File: src/rtl/pipeline_skid_register.sv
// Elastic valid/ready stage: 2-entry skid buffer, registered in_ready, flush to bubble.
// Optional stall counter enabled by defining PIPELINE_STALL_COUNTER_EN.
module pipeline_skid_register #(
  parameter int unsigned           DATA_WIDTH  = 64,
  parameter logic [DATA_WIDTH-1:0] BUBBLE_DATA = '0
) (
  input  logic                  clk,
  input  logic                  reset,
  input  logic                  flush,
  input  logic                  in_valid,
  output logic                  in_ready,
  input  logic [DATA_WIDTH-1:0] in_data,
  output logic                  out_valid,
  input  logic                  out_ready,
  output logic [DATA_WIDTH-1:0] out_data,
  output logic [1:0]            occupancy,
  output logic [31:0]           stall_count
);

  typedef enum logic [1:0] {
    EMPTY = 2'd0,
    ONE   = 2'd1,
    FULL  = 2'd2
  } state_t;

  state_t                state_q, state_d;
  logic [DATA_WIDTH-1:0] main_q, main_d;
  logic [DATA_WIDTH-1:0] skid_q, skid_d;
  logic                  in_ready_q;
  logic                  in_fire, out_fire;

  assign out_valid = (state_q != EMPTY);
  assign out_data  = main_q;
  assign occupancy = state_q;
  assign in_ready  = in_ready_q;
  assign in_fire   = in_valid & in_ready_q;
  assign out_fire  = out_valid & out_ready;

  always_comb begin
    state_d = state_q;
    main_d  = main_q;
    skid_d  = skid_q;
    unique case (state_q)
      EMPTY: begin
        if (in_fire) begin
          main_d  = in_data;
          state_d = ONE;
        end
      end
      ONE: begin
        if (in_fire && out_fire) begin
          main_d = in_data;
        end else if (in_fire) begin
          skid_d  = in_data;
          state_d = FULL;
        end else if (out_fire) begin
          main_d  = BUBBLE_DATA;
          state_d = EMPTY;
        end
      end
      FULL: begin
        if (out_fire) begin
          main_d  = skid_q;
          skid_d  = BUBBLE_DATA;
          state_d = ONE;
        end
      end
      default: begin
        main_d  = BUBBLE_DATA;
        skid_d  = BUBBLE_DATA;
        state_d = EMPTY;
      end
    endcase
    // flush overrides whatever the handshakes decided
    if (flush) begin
      main_d  = BUBBLE_DATA;
      skid_d  = BUBBLE_DATA;
      state_d = EMPTY;
    end
  end

  always_ff @(posedge clk or posedge reset) begin
    if (reset) begin
      state_q    <= EMPTY;
      main_q     <= BUBBLE_DATA;
      skid_q     <= BUBBLE_DATA;
      in_ready_q <= 1'b1;
    end else begin
      state_q    <= state_d;
      main_q     <= main_d;
      skid_q     <= skid_d;
      in_ready_q <= (state_d != FULL);
    end
  end

`ifdef PIPELINE_STALL_COUNTER_EN
  logic [31:0] stall_q;

  always_ff @(posedge clk or posedge reset) begin
    if (reset) begin
      stall_q <= '0;
    end else if (out_valid && !out_ready && stall_q != 32'hFFFF_FFFF) begin
      stall_q <= stall_q + 32'd1;
    end
  end

  assign stall_count = stall_q;
`else
  assign stall_count = 32'h0;
`endif

endmodule

File: config.mk
export PLATFORM = sky130hd
export DESIGN_NAME = pipeline_skid_register
export DESIGN_NICKNAME = d
export VERILOG_FILES = /design/src/rtl/pipeline_skid_register.sv
export SDC_FILE = /design/constraint.sdc
export NUM_CORES = 1
export LEC_CHECK = 0
export BUFFER_PORTS_ARGS = -buffer_cell sky130_fd_sc_hd__buf_2
export CORE_UTILIZATION = 60
export CTS_BUF_LIST = sky130_fd_sc_hd__clkbuf_2
export CTS_CLUSTER_SIZE = 8
export DETAILED_ROUTE_END_ITERATION = 6
export PLACE_DENSITY = 0.95
export SLEW_MARGIN = 20
export SYNTH_ARGS = -nofsm -noshare
export SYNTH_HDL_FRONTEND = slang
export SYNTH_SLANG_ARGS = --single-unit
export TNS_END_PERCENT = 20
File: constraint.sdc
create_clock -name clk -period 6.7 [get_ports clk]
set_clock_uncertainty 0.1 [all_clocks]
set_input_delay 0.67 -clock clk [delete_from_list [all_inputs] [get_ports clk]]
set_output_delay 0.67 -clock clk [all_outputs]
set_load 0.05 [all_outputs]
== Word level (Yosys, flattened, before mapping) ==
Cells that the tools add are included.

* Register bits: 131
* Input port bits: 69
* Output and inout port bits: 100

* Equal/unequal tests: 10
* Multiplexer cells: 17
* Bitwise gates (word level): 2
* Reductions and logical operators: 5

{| class="wikitable"
|+ Operators by type and width
! cell !! count
|-
| $mux 64 || 8
|-
| $pmux 64 s3 || 2
|-
| $mux 2 || 6
|-
| $ne 3x3->1 const B || 4
|-
| $ne 4x4->1 const B || 2
|-
| $reduce_and 4->1 || 2
|-
| $pmux 2 s3 || 1
|-
| $ne 2x2->1 const B || 2
|-
| $and 1x1->1 || 2
|-
| $eq 2x1->1 const B || 1
|-
| $eq 2x2->1 const B || 1
|-
| $logic_not 2->1 || 1
|-
| $reduce_bool 2->1 || 1
|-
| $logic_and 1x1->1 || 1
|}

== Longest topological paths before layout ==
* Depth after elaboration: 8
* Depth in mapped cells: 8
* Mapped depth without buffers: 4

== Worst setup path before layout ==
Ideal clock, no wire load.

* Path type: register -> output
* Start point: register state_q[1], in the netlist occupancy[1]
* End point: output port out_valid
* Data arrival time: 1.672 ns
* Required time: 5.930 ns
* Path slack: 4.258 ns
* Stages on the path, launching flop included: 5
* Path buffers: 3
* Cells stage by stage: dfrtp_1 > buf_2 > buf_2 > buf_2 > or2_2

* Word-level cells in the longest chain between the ends: 1

{| class="wikitable"
|+ Ends and longest elaborated chain
! what !! RTL line !! text
|-
| from (decl) || 26 || <nowiki>state_t state_q, state_d;</nowiki>
|-
| from (signal assigned) || 89 || <nowiki>state_q <= state_d;</nowiki>
|-
| $reduce_bool 2->1 || 32 || <nowiki>assign out_valid = (state_q != EMPTY);</nowiki>
|-
| to (decl) || 13 || <nowiki>output logic out_valid,</nowiki>
|}

No other way between the ends.

== Final worst setup path ==
* Start point: register state_q[1], in the netlist occupancy[1]
* End point: register skid_q[43]

* Word-level cells in the longest chain between the ends: 5
* Elaborated cells between the ends (all ways): 13

{| class="wikitable"
|+ Ends and longest elaborated chain
! what !! RTL line !! text
|-
| $reduce_bool 2->1 || 32 ||
|-
| $and 1x1->1 || 37 || <nowiki>assign out_fire = out_valid & out_ready;</nowiki>
|-
| $logic_and 1x1->1 || 51 || <nowiki>if (in_fire && out_fire) begin</nowiki>
|-
| $ne 3x3->1 (no source line) || -- ||
|-
| $reduce_and 4->1 (no source line) || -- ||
|-
| to (signal assigned) || 91 || <nowiki>skid_q <= skid_d;</nowiki>
|-
| to (decl) || 28 || <nowiki>logic [DATA_WIDTH-1:0] skid_q, skid_d;</nowiki>
|}

Parallel ways exist; a longest one is shown, timed or not.
A chain may end at the register's enable or synchronous reset.

==> metrics.yaml <==
grt_pass1_vias: 5076
place_ws_ns: 3.39
first_iter_violations: 319
antenna_found_initial: 0
grt_pass1_wl_um: 24000
dr.pass1.iters: 4
overflow: 0
hold_ws_ns: 0.0609
floorplan.core_area_mm2: 0.0109
synth-main-ff-cell: "dfrtp_1"
dpl_cell_area_mm2: 0.00729
tritoncts: "built"
rr_worst_depth: 5
critPathCaptureType: "register"
crit_path_start: "occupancy[1]"
area_growth_pct: 12.3
yosysWarnings: 0
die_y_um: 108
fin_ws_ns: 3.36
cp.arrival_ns: 3.77
cts-root-buf: "clkbuf_2"
finish.utilization: 0.696
synthCells: 698
peakVddDrop_mv: 0.157
critPathMaxFanout: 68
avgSynthCellArea_um2: 9.72
ant_nets: 0
fin_nets: 863
finalSetupViolCount: 0
cts_post_setup_buffers_inserted: 0
cp.required_ns: 7.13
maxCapViolCount: 0
ys_ff_latch: 131
num_vias: 5367
worstReg2RegStart: "occupancy[1]"
drc: 0
hold_buffers: 0
die_w_um: 108
syn-cell-area_mm2: 0.00678
maxSlewViolCount: 0
grt_start_max_net_pins: 96
fin_crit_sh: 0.499
cellLeakagePower_nw: 3.54
drt-total-wl_um: 14700
ys_types: 27
ctsHtreeMaxLevel: 4
yosysSeqAreaShare: 0.483
portBuffers: 136
hold_viol_final: 0
synth_most_common_cell: "dfrtp_1"
path_clk_slew_ns: 0.21
ff2ff_setup_slack_ns: 3.36
num_rows: 38
cts_buffers: 17
via_per_inst: 5.67
synth_area_leader_cell: "dfrtp_1"
clk_latency_ns: 0.64
tightest_slew_ns: 0.828
io_pins: 169
design_area_mm2: 0.00761
numClockSinks: 131
crit_path_start_kind: "register"
period_minus_slack_ns: 3.34
status: "finished clean"
rsz0062_at_grt: "false"
dieArea_mm2: 0.0117
critical_path_class: "reg2reg"
post_cts_resized: 0
final_layout_size_suffix_gt1_frac: 0.308
place_congestion: 0.782
max_freq_mhz: 299
antennaDiodeCount: 0
p_per_area_mw_per_mm2: 255
grt.total_usage: 0.262
place.detailed.hpwl_um: 9000
fillCellCount: 868
clk_path_buf_depth: 2
synth_common_cells: "130 x dfrtp_1, 66 x mux2i_1"
timing.slew.headroom: 0.448
synth_top_cell_area_share: 0.480
initial_core_util: 0.620
async_reset_ff_frac: 1.00
synth_edf_count: 0
setup-tns-final_ns: 0
wl_per_cell_um: 15.6
hold_path.class: "in2async"
synth_area_leaders: "dfrtp_1 48%, mux2i_1 9.7%, a31o_2 8.3%, nor3b_1 7.2%, a21oi_1 4.8%"
[registers in the layout, indices dropped and copies added, names as in the netlist]
| name | cells |
|---|---|
| occupancy | 2 |
| out_data | 64 |
| skid_q | 64 |
| in_ready | 1 |
[routing by layer]
layer	wire (um)	vias up	global-route usage
li1	-	2581	-
met1	6260	2571	0.347
met2	7400	205	0.436
met3	969	10	0.0603
met4	119	0	0.0676
met5	0	-	0
[cell usage in the layout (no fill, tap or decap), types with 6 or more instances in the layout]
cell,count
dfrtp_1,129
buf_2,136
bufinv_16,6
nand2_1,65
conb_1,32
mux2i_1,66
o21ai_0,47
nor3b_1,64
o21ai_1,17
a31o_2,64
buf_4,8
nor2_1,65
clkbuf_2,18
a21oi_1,65
[critical path: stages (launching register included)]
cell     delay, ns
dfrtp_4       0.74
buf_4         0.72
o22a_4        0.66
buf_4         0.64
nor3b_1       0.13
a31o_2        0.25
[final timing paths]
| check | end |
|---|---|
| setup reg to reg | skid_q[43] |
| min in group clk | skid_q[20] |
| hold / removal | out_data[41] |
| max in group asynchronous | occupancy[1] |
| hold reg to reg | out_data[62] |
| setup / recovery | skid_q[43] |
[kinds of logic (layout without fill, tap and decap cells)]
group                  count (synthesis)  in the layout  share of synthesized area
other                                  1             32                   0.000553
AOI/OAI and AO/OA                    197            197                      0.183
and+or+nand+nor                      203            203                      0.153
buffers and inverters                100            177                     0.0826
muxes                                 66             66                     0.0974
DFF                                  131            131                      0.483
[stage by stage]
| step | power [mW] | cells |
|---|---|---|
| 2_1_floorplan | 1.25 | 729 |
| 3_3_place_gp | 1.33 | 915 |
| 3_5_place_dp | 1.34 | 915 |
| 4_1_cts | 1.95 | 946 |
| 5_1_grt | 2.03 | 946 |
| 6_report | 1.94 | 946 |
[where the power goes]
group | internal [mW] | switching (mW) | leakage (nW)
registers | 0.842 | 0.0287 | 1.77
clock network | 0.320 | 0.296 | 0.176
logic | 0.102 | 0.353 | 1.60
[layout make-up]
class / instances / area (um2) / share of cell area
flip-flops and latches: 131 / 3280 / 0.431
inverters: 2 / 10.0 / 0.00131
clock inverters: 13 / 234 / 0.0307
well taps: 140 / 175 / 0.0230
repair buffers: 144 / 741 / 0.0973
multi-input cells: 498 / 3080 / 0.405
clock buffers: 18 / 90.1 / 0.0118
(Power assumes the default switching activity.)
